===== src/rtl/serial_mag_comp_if.sv =====
// ============================================================================
// Module   : serial_mag_comp_if
// Brief    : Start/operand/result bundle for the bit-serial magnitude comparator.
// Revision : 1.0 - initial release
// ============================================================================
`default_nettype none

interface serial_mag_comp_if #(
    parameter int WIDTH = 8
);
    logic             start;
    logic [WIDTH-1:0] A;
    logic [WIDTH-1:0] B;
    logic             busy;
    logic             done;
    logic             lt;
    logic             gt;
    logic             eq;

    modport master (
        output start, A, B,
        input  busy, done, lt, gt, eq
    );

    modport slave (
        input  start, A, B,
        output busy, done, lt, gt, eq
    );
endinterface

`default_nettype wire


===== src/rtl/serial_mag_comp.sv =====
// ============================================================================
// Module   : serial_mag_comp
// Brief    : LSB-first bit-serial magnitude comparator, one bit pair per clock.
//            Define SERIAL_COMP_SIGNED_EN for two's-complement operands.
// Revision : 1.0 - initial release
// ============================================================================
`default_nettype none

module serial_mag_comp #(
    parameter int WIDTH = 8
) (
    input  wire logic           clk,
    input  wire logic           rst,
    serial_mag_comp_if.slave    bus
);

    localparam int               CNT_W  = $clog2(WIDTH);
    localparam logic [CNT_W-1:0] C_LAST = CNT_W'(WIDTH - 1);

    typedef enum logic [1:0] {
        S_IDLE  = 2'd0,
        S_SHIFT = 2'd1,
        S_DONE  = 2'd2
    } state_t;

    state_t           r_state;
    state_t           w_state_nxt;
    logic             w_accept;

    logic [WIDTH-1:0] r_sa;
    logic [WIDTH-1:0] r_sb;
    logic [CNT_W-1:0] r_cnt;
    logic             r_lt;
    logic             r_gt;
    logic             r_eq;

    logic             w_last;
    logic             w_invert;
    logic             w_a_wins;
    logic             w_b_wins;
    logic             w_set_gt;
    logic             w_set_lt;
    logic             w_gt_nxt;
    logic             w_lt_nxt;

    always_ff @(posedge clk) begin
        if (rst) begin
            r_state <= S_IDLE;
        end else begin
            r_state <= w_state_nxt;
        end
    end

    // start is only honoured when no comparison is in flight
    always_comb begin
        w_state_nxt = r_state;
        w_accept    = 1'b0;
        case (r_state)
            S_IDLE: begin
                if (bus.start) begin
                    w_accept    = 1'b1;
                    w_state_nxt = S_SHIFT;
                end
            end
            S_SHIFT: begin
                if (w_last) begin
                    w_state_nxt = S_DONE;
                end
            end
            S_DONE: begin
                if (bus.start) begin
                    w_accept    = 1'b1;
                    w_state_nxt = S_SHIFT;
                end else begin
                    w_state_nxt = S_IDLE;
                end
            end
            default: begin
                w_state_nxt = S_IDLE;
            end
        endcase
    end

    assign w_last = (r_cnt == C_LAST);

`ifdef SERIAL_COMP_SIGNED_EN
    // the sign bit carries negative weight, so its verdict is reversed
    assign w_invert = w_last;
`else
    assign w_invert = 1'b0;
`endif

    assign w_a_wins = r_sa[0] & ~r_sb[0];
    assign w_b_wins = ~r_sa[0] & r_sb[0];
    assign w_set_gt = w_invert ? w_b_wins : w_a_wins;
    assign w_set_lt = w_invert ? w_a_wins : w_b_wins;
    // a differing bit overrides whatever the less significant bits decided
    assign w_gt_nxt = w_set_gt | (r_gt & ~w_set_lt);
    assign w_lt_nxt = w_set_lt | (r_lt & ~w_set_gt);

    always_ff @(posedge clk) begin
        if (rst) begin
            r_sa  <= '0;
            r_sb  <= '0;
            r_cnt <= '0;
            r_lt  <= 1'b0;
            r_gt  <= 1'b0;
            r_eq  <= 1'b0;
        end else if (w_accept) begin
            r_sa  <= bus.A;
            r_sb  <= bus.B;
            r_cnt <= '0;
            r_lt  <= 1'b0;
            r_gt  <= 1'b0;
            r_eq  <= 1'b0;
        end else if (r_state == S_SHIFT) begin
            r_sa <= {1'b0, r_sa[WIDTH-1:1]};
            r_sb <= {1'b0, r_sb[WIDTH-1:1]};
            r_lt <= w_lt_nxt;
            r_gt <= w_gt_nxt;
            if (w_last) begin
                r_eq <= ~(w_lt_nxt | w_gt_nxt);
            end else begin
                r_cnt <= r_cnt + 1'b1;
            end
        end
    end

    assign bus.busy = (r_state == S_SHIFT);
    assign bus.done = (r_state == S_DONE);
    assign bus.lt   = r_lt;
    assign bus.gt   = r_gt;
    assign bus.eq   = r_eq;

endmodule

`default_nettype wire


===== src/flat_wrapper.sv =====
// flat-port wrapper written by rule: the top's interface ports become plain ports
module serial_mag_comp_flat 
#(
    parameter int WIDTH = 8
)
  (clk, rst, bus_start, bus_A, bus_B, bus_busy, bus_done, bus_lt, bus_gt, bus_eq);
  serial_mag_comp_if #(.WIDTH(WIDTH)) bus_i ();
  input  wire logic clk;
  input  wire logic rst;
  input wire logic [$bits(bus_i.start)-1:0] bus_start;
  input wire logic [$bits(bus_i.A)-1:0] bus_A;
  input wire logic [$bits(bus_i.B)-1:0] bus_B;
  output wire logic [$bits(bus_i.busy)-1:0] bus_busy;
  output wire logic [$bits(bus_i.done)-1:0] bus_done;
  output wire logic [$bits(bus_i.lt)-1:0] bus_lt;
  output wire logic [$bits(bus_i.gt)-1:0] bus_gt;
  output wire logic [$bits(bus_i.eq)-1:0] bus_eq;
  assign bus_i.start = bus_start;
  assign bus_i.A = bus_A;
  assign bus_i.B = bus_B;
  assign bus_busy = bus_i.busy;
  assign bus_done = bus_i.done;
  assign bus_lt = bus_i.lt;
  assign bus_gt = bus_i.gt;
  assign bus_eq = bus_i.eq;
  serial_mag_comp #(.WIDTH(WIDTH)) u_core (.clk(clk), .rst(rst), .bus(bus_i));
endmodule

===== config.mk =====
export PLATFORM = sky130hd
export DESIGN_NAME = serial_mag_comp_flat
export DESIGN_NICKNAME = d
export VERILOG_FILES = /design/src/rtl/serial_mag_comp_if.sv /design/src/rtl/serial_mag_comp.sv /design/src/flat_wrapper.sv
export SDC_FILE = /design/constraint.sdc
export NUM_CORES = 1
export LEC_CHECK = 0
export ABC_AREA = 0
export CELL_PAD_IN_SITES_DETAIL_PLACEMENT = 0
export CELL_PAD_IN_SITES_GLOBAL_PLACEMENT = 1
export CORE_MARGIN = 4
export CORE_UTILIZATION = 46
export CTS_BUF_LIST = sky130_fd_sc_hd__clkbuf_4 sky130_fd_sc_hd__clkbuf_8 sky130_fd_sc_hd__clkbuf_16
export CTS_CLUSTER_SIZE = 10
export DETAILED_ROUTE_END_ITERATION = 8
export DONT_BUFFER_PORTS = 1
export PLACE_DENSITY_LB_ADDON = 0.1
export SLEW_MARGIN = 0
export SYNTH_ARGS = -nofsm -noshare
export SYNTH_HDL_FRONTEND = slang
export SYNTH_SLANG_ARGS = --single-unit

===== constraint.sdc =====
create_clock -name clk -period 4.3 [get_ports clk]
set_input_delay 0.215 -clock clk [delete_from_list [all_inputs] [get_ports clk]]
set_output_delay 0.215 -clock clk [all_outputs]
set_load 0.02 [all_outputs]

==> impl_metrics.json <==
{
  "outcome": "completed",
  "io_buffers": 0,
  "n_antenna_cell": 0,
  "drc_errors": 0,
  "fmaxAchievable_mhz": 511,
  "cts_hold_buf": 1,
  "vias": 862,
  "cts.repair.resized": 0,
  "synth.distinct_cells": 25,
  "die_w_um": 54.7,
  "place_inst": 141,
  "syn_avg_cell_area_sq_um": 8.21,
  "cts_buffer_depth": 2,
  "power_density_nw_per_um2": 397,
  "viasPerCell": 5.90,
  "finClkSkew_ns": 0.00350,
  "routed_wl_um": 2190,
  "p_total_w": 0.000415,
  "dr.pass1.iters": 4,
  "gp_congestion": 0.706,
  "fin_crit_ns": 1.96,
  "cts-root-buf": "clkbuf_4",
  "drv_slew": 0,
  "required_ns": 4.09,
  "fill_cells": 211,
  "path_clk_slew_ns": 0.13,
  "yosys_warnings": 0,
  "start_kind": "register",
  "antenna_left": 0,
  "drtIter0Drc": 13,
  "grt_max_degree": 27,
  "dp_hpwl_um": 1510,
  "cpPeakStageDelay_ns": 0.66,
  "hold_viol": 0,
  "cap_violations": 0,
  "clock_sinks": 24,
  "netlist.area_leader.share_pct": 47.9,
  "start_util_pct": 49.6,
  "antenna_found_initial": 0,
  "ff2ff_path_depth": 4,
  "synth.net_count": 143,
  "fp.dieH_um": 54.7,
  "fin_nets": 141,
  "ys_ff_latch": 24,
  "syn_area_sq_um": 1000,
  "path_class": "reg -> out",
  "grt_pass1_wl_um": 3560,
  "synth_edf_count": 0,
  "wl_met1_um": 1010,
  "timing.critical_path.cells": "nand2b_1 -> inv_2",
  "top_layer": "met4",
  "setup_viol": 0,
  "track_usage_pct": 16.5,
  "synthToLayoutAreaGrowth_pct": 4.37,
  "cts_setup_buffers": 0,
  "crit_fanout": 21,
  "stdcell_count": 146,
  "synth.yosys.seq_area_share_pct": 47.9,
  "drive_above_1_share_pct": 5.04,
  "wl_met3_um": 160,
  "die_area_sq_um": 2990,
  "tns_ns": 0,
  "hold_depth": 2,
  "crit_arrival_ns": 1.74,
  "end_kind": "primary output",
  "multi_input_area_sq_um": 474,
  "synth_most_common_cell": "dfxtp_1",
  "num_rows": 16,
  "drt-wirelength-per-cell_um": 15.0,
  "cts_buffers": 3,
  "core_area_sq_um": 2020,
  "period_share_pct": 45.5,
  "rsz0062_at_grt": "no",
  "grt_pass1_vias": 763,
  "min_path_type": "in -> reg",
  "synth_commonest_cells": "dfxtp_1 (24), nand2_1 (22), o21ai_0 (12)",
  "overflow": 0,
  "synth_area_leaders": "dfxtp_1 (48%), nand2_1 (8.2%), o21ai_0 (6.0%)",
  "seq_area_sq_um": 480,
  "p_leak_nw": 0.373,
  "htree_levels": 1,
  "slew-limit-headroom_pct": 41.9,
  "async_flop_share_pct": 0,
  "cts_tree": "done",
  "peakVddDrop_mv": 0.206,
  "yosys.area.top_type": "dfxtp_1",
  "ios": 24,
  "synth_cells": 122,
  "wl_met2_um": 1000,
  "synthFlopType": "dfxtp_1",
  "worstSkewPairLatency_ns": 0.31,
  "tightest_slew_ns": 0.872,
  "cp_slowest_cell": "nand2b_1"
}
critical path, delay by kind of cell, from the launching register on:
kind,cells,cell delay [ns]
buffers and inverters,1,0.36
flip-flops,1,0.41
AND/OR/NAND/NOR,1,0.66
report_power, final:
group | internal (W) | switching (W) | total, W
clock | 0.0000517 | 0.0000667 | 0.000118
combinational | 0.0000168 | 0.0000329 | 0.0000496
sequential | 0.000237 | 0.0000103 | 0.000247
per-stage QoR:
| step | instance area [sq um] | setup WS, ns | utilization (%) | hold slack [ns] |
|---|---|---|---|---|
| after CTS | 1050 | 2.36 | 51.7 | 0.0202 |
| after detailed placement | 1000 | 2.45 | 49.4 | 0.288 |
| after global routing | 1050 | 2.19 | 51.7 | 0.0278 |
| after floorplan | 1000 | 2.87 | - | 0.351 |
| final | 1050 | 2.34 | 51.7 | 0.0264 |
| after global placement | 1000 | 2.45 | 49.4 | 0.286 |
placed cells by master (no fill, tap or decap):
cell type      synthesis  routed
a21oi_1               11      11
a22oi_1                4       4
a31oi_1                8       8
clkbuf_4               0       3
clkbuf_8               0       1
dfxtp_1               24      24
dlygate4sd3_1          0       1
ha_1                   2       2
inv_1                  2       2
inv_2                  1       1
nand2_1               22      22
nand2b_1               2       2
nand3_1                6       6
nand3b_1               1       1
nor2_1                 4       4
nor2b_1                2       2
nor3_1                 4       4
nor3b_1                1       1
nor3b_2                1       1
o2111ai_1              1       1
o21ai_0               12      12
o22ai_1                2       2
o31ai_1                1       1
or4_1                  1       1
xnor2_1                1       1
xor2_1                 1       1
logic make-up (layout without fill, tap and decap cells):
kind of cell             after synthesis  after routing  synth area share [%]
AND/OR/NAND/NOR                       44             44                  20.7
XOR/XNOR                               2              2                  1.75
AO/OA/AOI/OAI                         39             39                  22.3
flip-flops                            24             24                  47.9
adder cells (fa/ha/maj)                2              2                  2.50
buffers and inverters                 11              8                  4.74
cell type report:
type | instances | area share (%)
Inverter | 3 | 1.08
Multi-Input combinational cell | 87 | 45.3
Clock buffer | 4 | 3.47
Timing Repair Buffer | 1 | 0.957
Sequential cell | 24 | 45.9
Tap cell | 27 | 3.23
final timing paths:
kind | from | endpoint | slack (ns)
worst max-delay path | u_core.r_state[1] | bus_busy | 2.34
worst min register to register | u_core.r_sa[7] | u_core.r_sa[7] | 0.48
worst max register to register | u_core.r_state[1] | u_core.r_sb[0] | 2.40
worst min-delay path | bus_A[7] | u_core.r_sa[7] | 0.03
state kept, by name, indices dropped and copies added, names as in the netlist:
| name | flops |
|---|---|
| u_core.r_cnt | 3 |
| u_core.bus.gt | 1 |
| u_core.r_sb | 8 |
| u_core.bus.eq | 1 |
| u_core.bus.lt | 1 |
| u_core.r_state | 2 |
| u_core.r_sa | 8 |
routing by layer:
metal	GRT usage [%]	vias up
li1	-	427
met1	22.4	409
met2	24.2	22
met3	5.18	4
met4	5.81	0
met5	0	-
Note: power is estimated with default switching activity, not from simulation.
